File: src/rtl/mem_arbiter.sv
// Two-port (fetch / data) arbiter and burst sequencer in front of the unified memory port.
// Optional macro MEM_ARB_ROUND_ROBIN_EN: contested grants alternate; otherwise data beats fetch.
module mem_arbiter (
    input  logic        clk,
    input  logic        reset_n,
    input  logic        if_req,
    input  logic [31:0] if_addr,
    input  logic [1:0]  if_size,
    output logic        if_gnt,
    output logic        if_rvalid,
    output logic [31:0] if_rdata,
    output logic        if_done,
    input  logic        d_req,
    input  logic [31:0] d_addr,
    input  logic [1:0]  d_size,
    input  logic        d_rd_wr,
    input  logic [31:0] d_wdata,
    output logic        d_wready,
    output logic        d_gnt,
    output logic        d_rvalid,
    output logic [31:0] d_rdata,
    output logic        d_done,
    output logic        mem_enable,
    output logic [31:0] mem_addr,
    output logic [31:0] mem_data_in,
    output logic [1:0]  mem_access_size,
    output logic        mem_rd_wr,
    input  logic [31:0] mem_data_out,
    input  logic        mem_busy
);
    localparam int unsigned CNT_W = 4;
    localparam logic [1:0] IDLE  = 2'd0;
    localparam logic [1:0] BURST = 2'd1;
    localparam logic [1:0] RESP  = 2'd2;

    logic [1:0]       state, state_d;
    logic             owner, owner_d;
    logic [CNT_W-1:0] cnt, cnt_d;
    logic             if_gnt_d, if_rvalid_d, if_done_d;
    logic             d_gnt_d, d_rvalid_d, d_done_d;
    logic             mem_enable_d, mem_rd_wr_d;
    logic [31:0]      mem_addr_d;
    logic             accept;
    logic             pick_data;

    function automatic logic [CNT_W-1:0] beats_minus_one(input logic [1:0] size);
        case (size)
            2'd0:    return CNT_W'(0);
            2'd1:    return CNT_W'(3);
            2'd2:    return CNT_W'(7);
            default: return CNT_W'(15);
        endcase
    endfunction

    assign accept = mem_enable & ~mem_busy;

`ifdef MEM_ARB_ROUND_ROBIN_EN
    // Pointer moves only on contested grants so a lone requester never skews the next tie-break.
    logic last_data, last_data_d;
    assign pick_data = d_req & (~if_req | ~last_data);
`else
    assign pick_data = d_req;
`endif

    // Read data is steered straight from memory to the port that owns the returning beat.
    assign if_rdata        = if_rvalid ? mem_data_out : 32'd0;
    assign d_rdata         = d_rvalid ? mem_data_out : 32'd0;
    assign d_wready        = accept & owner & ~mem_rd_wr;
    assign mem_data_in     = (mem_enable & ~mem_rd_wr) ? d_wdata : 32'd0;
    assign mem_access_size = 2'b00;

    always_comb begin
        state_d      = state;
        owner_d      = owner;
        cnt_d        = cnt;
        mem_enable_d = mem_enable;
        mem_addr_d   = mem_addr;
        mem_rd_wr_d  = mem_rd_wr;
        if_gnt_d     = 1'b0;
        if_rvalid_d  = 1'b0;
        if_done_d    = 1'b0;
        d_gnt_d      = 1'b0;
        d_rvalid_d   = 1'b0;
        d_done_d     = 1'b0;
`ifdef MEM_ARB_ROUND_ROBIN_EN
        last_data_d  = last_data;
`endif
        case (state)
            IDLE: begin
                if (d_req || if_req) begin
                    state_d      = BURST;
                    owner_d      = pick_data;
                    d_gnt_d      = pick_data;
                    if_gnt_d     = ~pick_data;
                    mem_enable_d = 1'b1;
                    mem_addr_d   = pick_data ? d_addr : if_addr;
                    mem_rd_wr_d  = pick_data ? d_rd_wr : 1'b1;
                    cnt_d        = beats_minus_one(pick_data ? d_size : if_size);
`ifdef MEM_ARB_ROUND_ROBIN_EN
                    if (d_req && if_req) last_data_d = pick_data;
`endif
                end
            end
            BURST: begin
                if (accept) begin
                    if (mem_rd_wr) begin
                        d_rvalid_d  = owner;
                        if_rvalid_d = ~owner;
                    end
                    if (cnt == '0) begin
                        mem_enable_d = 1'b0;
                        d_done_d     = owner;
                        if_done_d    = ~owner;
                        state_d      = mem_rd_wr ? RESP : IDLE;
                    end else begin
                        cnt_d      = cnt - CNT_W'(1);
                        mem_addr_d = mem_addr + 32'd4;
                    end
                end
            end
            RESP:    state_d = IDLE;
            default: state_d = IDLE;
        endcase
    end

    always_ff @(posedge clk or negedge reset_n) begin
        if (!reset_n) begin
            state      <= IDLE;
            owner      <= 1'b0;
            cnt        <= '0;
            mem_enable <= 1'b0;
            mem_addr   <= 32'd0;
            mem_rd_wr  <= 1'b0;
            if_gnt     <= 1'b0;
            if_rvalid  <= 1'b0;
            if_done    <= 1'b0;
            d_gnt      <= 1'b0;
            d_rvalid   <= 1'b0;
            d_done     <= 1'b0;
`ifdef MEM_ARB_ROUND_ROBIN_EN
            last_data  <= 1'b0;
`endif
        end else begin
            state      <= state_d;
            owner      <= owner_d;
            cnt        <= cnt_d;
            mem_enable <= mem_enable_d;
            mem_addr   <= mem_addr_d;
            mem_rd_wr  <= mem_rd_wr_d;
            if_gnt     <= if_gnt_d;
            if_rvalid  <= if_rvalid_d;
            if_done    <= if_done_d;
            d_gnt      <= d_gnt_d;
            d_rvalid   <= d_rvalid_d;
            d_done     <= d_done_d;
`ifdef MEM_ARB_ROUND_ROBIN_EN
            last_data  <= last_data_d;
`endif
        end
    end
endmodule

File: config.mk
export PLATFORM = sky130hd
export DESIGN_NAME = mem_arbiter
export DESIGN_NICKNAME = d
export VERILOG_FILES = /design/src/rtl/mem_arbiter.sv
export SDC_FILE = /design/constraint.sdc
export NUM_CORES = 1
export LEC_CHECK = 0
export CAP_MARGIN = 20
export CORE_AREA = 2 2 107 109
export DETAILED_ROUTE_END_ITERATION = 16
export DIE_AREA = 0 0 109 111
export GPL_TIMING_DRIVEN = 0
export PLACE_DENSITY = 0.82
export SYNTH_ARGS = -nofsm -noshare
export SYNTH_HDL_FRONTEND = slang
export SYNTH_SLANG_ARGS = --single-unit
File: constraint.sdc
create_clock -name clk -period 5.5 [get_ports clk]
set_input_delay 0.825 -clock clk [delete_from_list [all_inputs] [get_ports clk]]
set_output_delay 0.825 -clock clk [all_outputs]
set_load 0.01 [all_outputs]
==> metrics.log <==
INFO  metric run_status = completed
INFO  metric critical_path_arrival = 2260 ps
INFO  metric ys_top_cells_by_area = dfrtp_1 (31%), and2_1 (16%), mux2i_1 (6.0%)
INFO  metric post_cts.resized_instances = 0
INFO  metric cts_made_buffers = 5
INFO  metric hold_end = if_done$_DFF_PN0_
INFO  metric tritoncts = done
INFO  metric most_common_library_cell_in_the_layout_ignoring_fill_and_taps = clkdlybuf4s50_1
INFO  metric worst_endpoint_required_time = 4680 ps
INFO  metric worst-path-max-fanout = 10
INFO  metric reg_top3 = mem_addr: 32 flops, cnt: 4 flops, state: 2 flops
INFO  metric groute.usage.overall = 27.1%
INFO  metric total_count_of_hold_check_failures_in_the_final_report = 0
INFO  metric crit_buf_inv = 2
INFO  metric fin_nets = 873
INFO  metric ys_types = 67
INFO  metric worstReg2RegStart = cnt[0]$_DFFE_PN0P_
INFO  metric initial_core_util = 34.5%
INFO  metric first_global_vias = 4640
INFO  metric final.setup_skew = 4.64 ps
INFO  metric grt_setup_unrepaired = no
INFO  metric post_route_cells_drive_above_1_share = 8.05%
INFO  metric finish.instance_area = 6910 um^2
INFO  metric crit_type = reg2out
INFO  metric die_width = 109 um
INFO  metric critical-path-max-stage-delay = 540 ps
INFO  metric via_per_inst = 5.32
INFO  metric yosysSeqAreaShare = 30.7%
INFO  metric critical_path.cell_chain = nor2b_1 -> clkbuf_1 -> and2_1 -> clkdlybuf4s50_1
INFO  metric finalCritPeriodShare = 56.1%
INFO  metric reg2reg_setup_slack = 3370 ps
INFO  metric tritoncts_num_sinks = 47
INFO  metric tightest_slew = 621 ps
INFO  metric port_buffers = 273
INFO  metric gate_count_after_technology_mapping = 450
INFO  metric worstSetupStartpointType = register
INFO  metric postSynthRegisterBits = 47
INFO  metric worstHoldPathType = reg2reg
INFO  metric worst_r2r_endpoint = mem_addr[19]$_DFFE_PN0P_
INFO  metric core_region_area = 11100 um^2
INFO  metric vias = 4695
INFO  metric critical_path_sink_type = primary output
INFO  metric total_wire_length = 16600 um
INFO  metric cp_slowest_cell = clkdlybuf4s50_1
INFO  metric post_drt_wl_per_cell = 18.8 um
INFO  metric globalplace.congestion = 0.927
INFO  metric regMostFlops = mem_addr
INFO  metric edff_count_synth = 0
INFO  metric holdBufCountCts = 0
INFO  metric postRouteAntennaNets = 0
INFO  metric critical-path-top-delay-family = buffers and inverters
INFO  metric placed_area = 6760 um^2
INFO  metric boundaryPins = 277
INFO  metric insertion_delay = 290 ps
INFO  metric finalSetupTns = 0 ps
INFO  metric largest_register_ffs = 32
INFO  metric hpwl = 13500 um
INFO  metric timing.final.setup_violations = 0
INFO  metric wire_length_of_the_first_global_routing_pass = 25200 um
INFO  metric synth.top_cell.area_share = 30.7%
INFO  metric timing.slew.headroom = 58.6%
INFO  metric layout_common_cells = clkdlybuf4s50_1 (272), and2_1 (97), dfrtp_1 (47)
INFO  metric final-max-slew-violation-count = 0
INFO  metric grt_start_max_net_pins = 28
INFO  metric power_density = 122 nW/um^2
INFO  metric core.rowCount = 39
INFO  metric vdd_drop_max = 0.000104 V
INFO  metric clockBufferDepth = 2
INFO  metric drt_pre_antenna_iters = 5
INFO  metric p_leak = 2.81 nW
INFO  metric cts.root.buffer_cell = clkbuf_16
INFO  metric netlist_area = 3820 um^2
INFO  metric maxCapViolCount = 0
INFO  metric grt_antenna_before_repair = 7
INFO  metric worst_hold_path.num_cells = 1
INFO  metric worst_hold_startpoint = owner$_DFFE_PN0P_
INFO  metric areaGrowthSynthToFinish = 80.7%
INFO  metric clk_transition_reported_paths = 60 ps
INFO  metric post-cts-setup-buffers = 0
INFO  metric global_route.overflow_total = 0
INFO  metric synth_largest_area_cell = dfrtp_1
INFO  metric worst_r2r_path_depth = 8
INFO  metric synth-warning-count = 0
INFO  metric cts_max_level = 2
INFO  metric synth.avg_cell_area = 8.50 um^2
INFO  metric max_clock_freq = 0.324 GHz
INFO  metric drtIter0Drc = 359
INFO  metric dieArea = 12100 um^2
INFO  metric die_h = 111 um
INFO  metric postSynth.asyncResetShare = 100%
INFO  metric remaining_drc_errors = 0
INFO  metric synthFlopType = dfrtp_1
INFO  metric final.min_clock_period = 3080 ps
synth_stat cells, drive strengths merged (2+ instances only):
cell type and number:
and4 2, and3 11, a2111oi 2, o311a 3, ha 3, a31oi 7
nand3b 2, o22ai 4, nor3 12, dfrtp 47, nor2 26, nor4 2
buf 20, nand2 24, a21oi 30, inv 6, o22a 5, and2 100
nand3 14, o21ai 26, o211ai 2, mux2i 23, a211oi 7, a311oi 6
mux2 6, nand4 11, nor3b 2, a22o 3, nor2b 7, clkbuf 15
o31ai 4
logic make-up (layout without fill, tap and decap cells):
kind of cell	after synthesis	count (layout)	share of synthesized area, %
other cells	1	9	0.0980
buf+inv	41	323	5.95
compound gates	109	109	19.0
fa+ha+maj	3	3	0.981
mux	29	29	7.79
simple gates	220	220	35.5
flops	47	47	30.7
worst max path at each step:
stage | start | endpoint | slack, ps | cells after the start
2_1_floorplan | mem_busy | mem_addr[19]$_DFFE_PN0P_ | 3500 | 5
3_3_place_gp | reset_n | if_done$_DFF_PN0_ | 2220 | 1
3_5_place_dp | mem_busy | d_wready | 2520 | 3
4_1_cts | mem_enable$_DFFE_PN0P_ | mem_data_in[26] | 2410 | 4
5_1_grt | mem_enable$_DFFE_PN0P_ | mem_data_in[25] | 2270 | 4
6_report | mem_enable$_DFFE_PN0P_ | mem_data_in[28] | 2420 | 4
stage by stage:
stage | power [mW] | worst slack [ps] | hold slack, ps | instances | utilization [%]
2_1_floorplan | 0.413 | 3500 | 461 | 451 | -
3_3_place_gp | 0.548 | 2220 | 488 | 867 | 60.8
3_5_place_dp | 0.552 | 2520 | 507 | 868 | 61.0
4_1_cts | 0.845 | 2410 | 500 | 876 | 62.2
5_1_grt | 0.873 | 2270 | 525 | 883 | 62.4
6_report | 0.845 | 2420 | 505 | 883 | 62.4
report_power, final:
part           total (mW)  internal (mW)  switching, mW
logic               0.180          0.122         0.0579
clock network       0.299          0.168          0.130
registers           0.366          0.355         0.0111
total               0.845          0.646          0.199
cell type report:
| type | instances | area (um^2) |
|---|---|---|
| fillers | 952 | 4170 |
| repair buffers | 274 | 2750 |
| multi-input cells | 363 | 2420 |
| flip-flops and latches | 47 | 1180 |
| plain buffers | 35 | 205 |
| well taps | 143 | 179 |
| clock buffers | 7 | 133 |
| inverters | 6 | 22.5 |
| diodes | 7 | 17.5 |
| clock inverters | 1 | 5.00 |
layer usage:
metal  vias up  global-route usage (%)  part of all wire (%)
met5         -                       0                     0
met1      2182                    32.0                    37
met4         0                    15.6                   5.0
met2       282                    45.3                    49
met3        47                    4.88                   8.9
li1       2184                       -                     -
(Power assumes the default switching activity.)
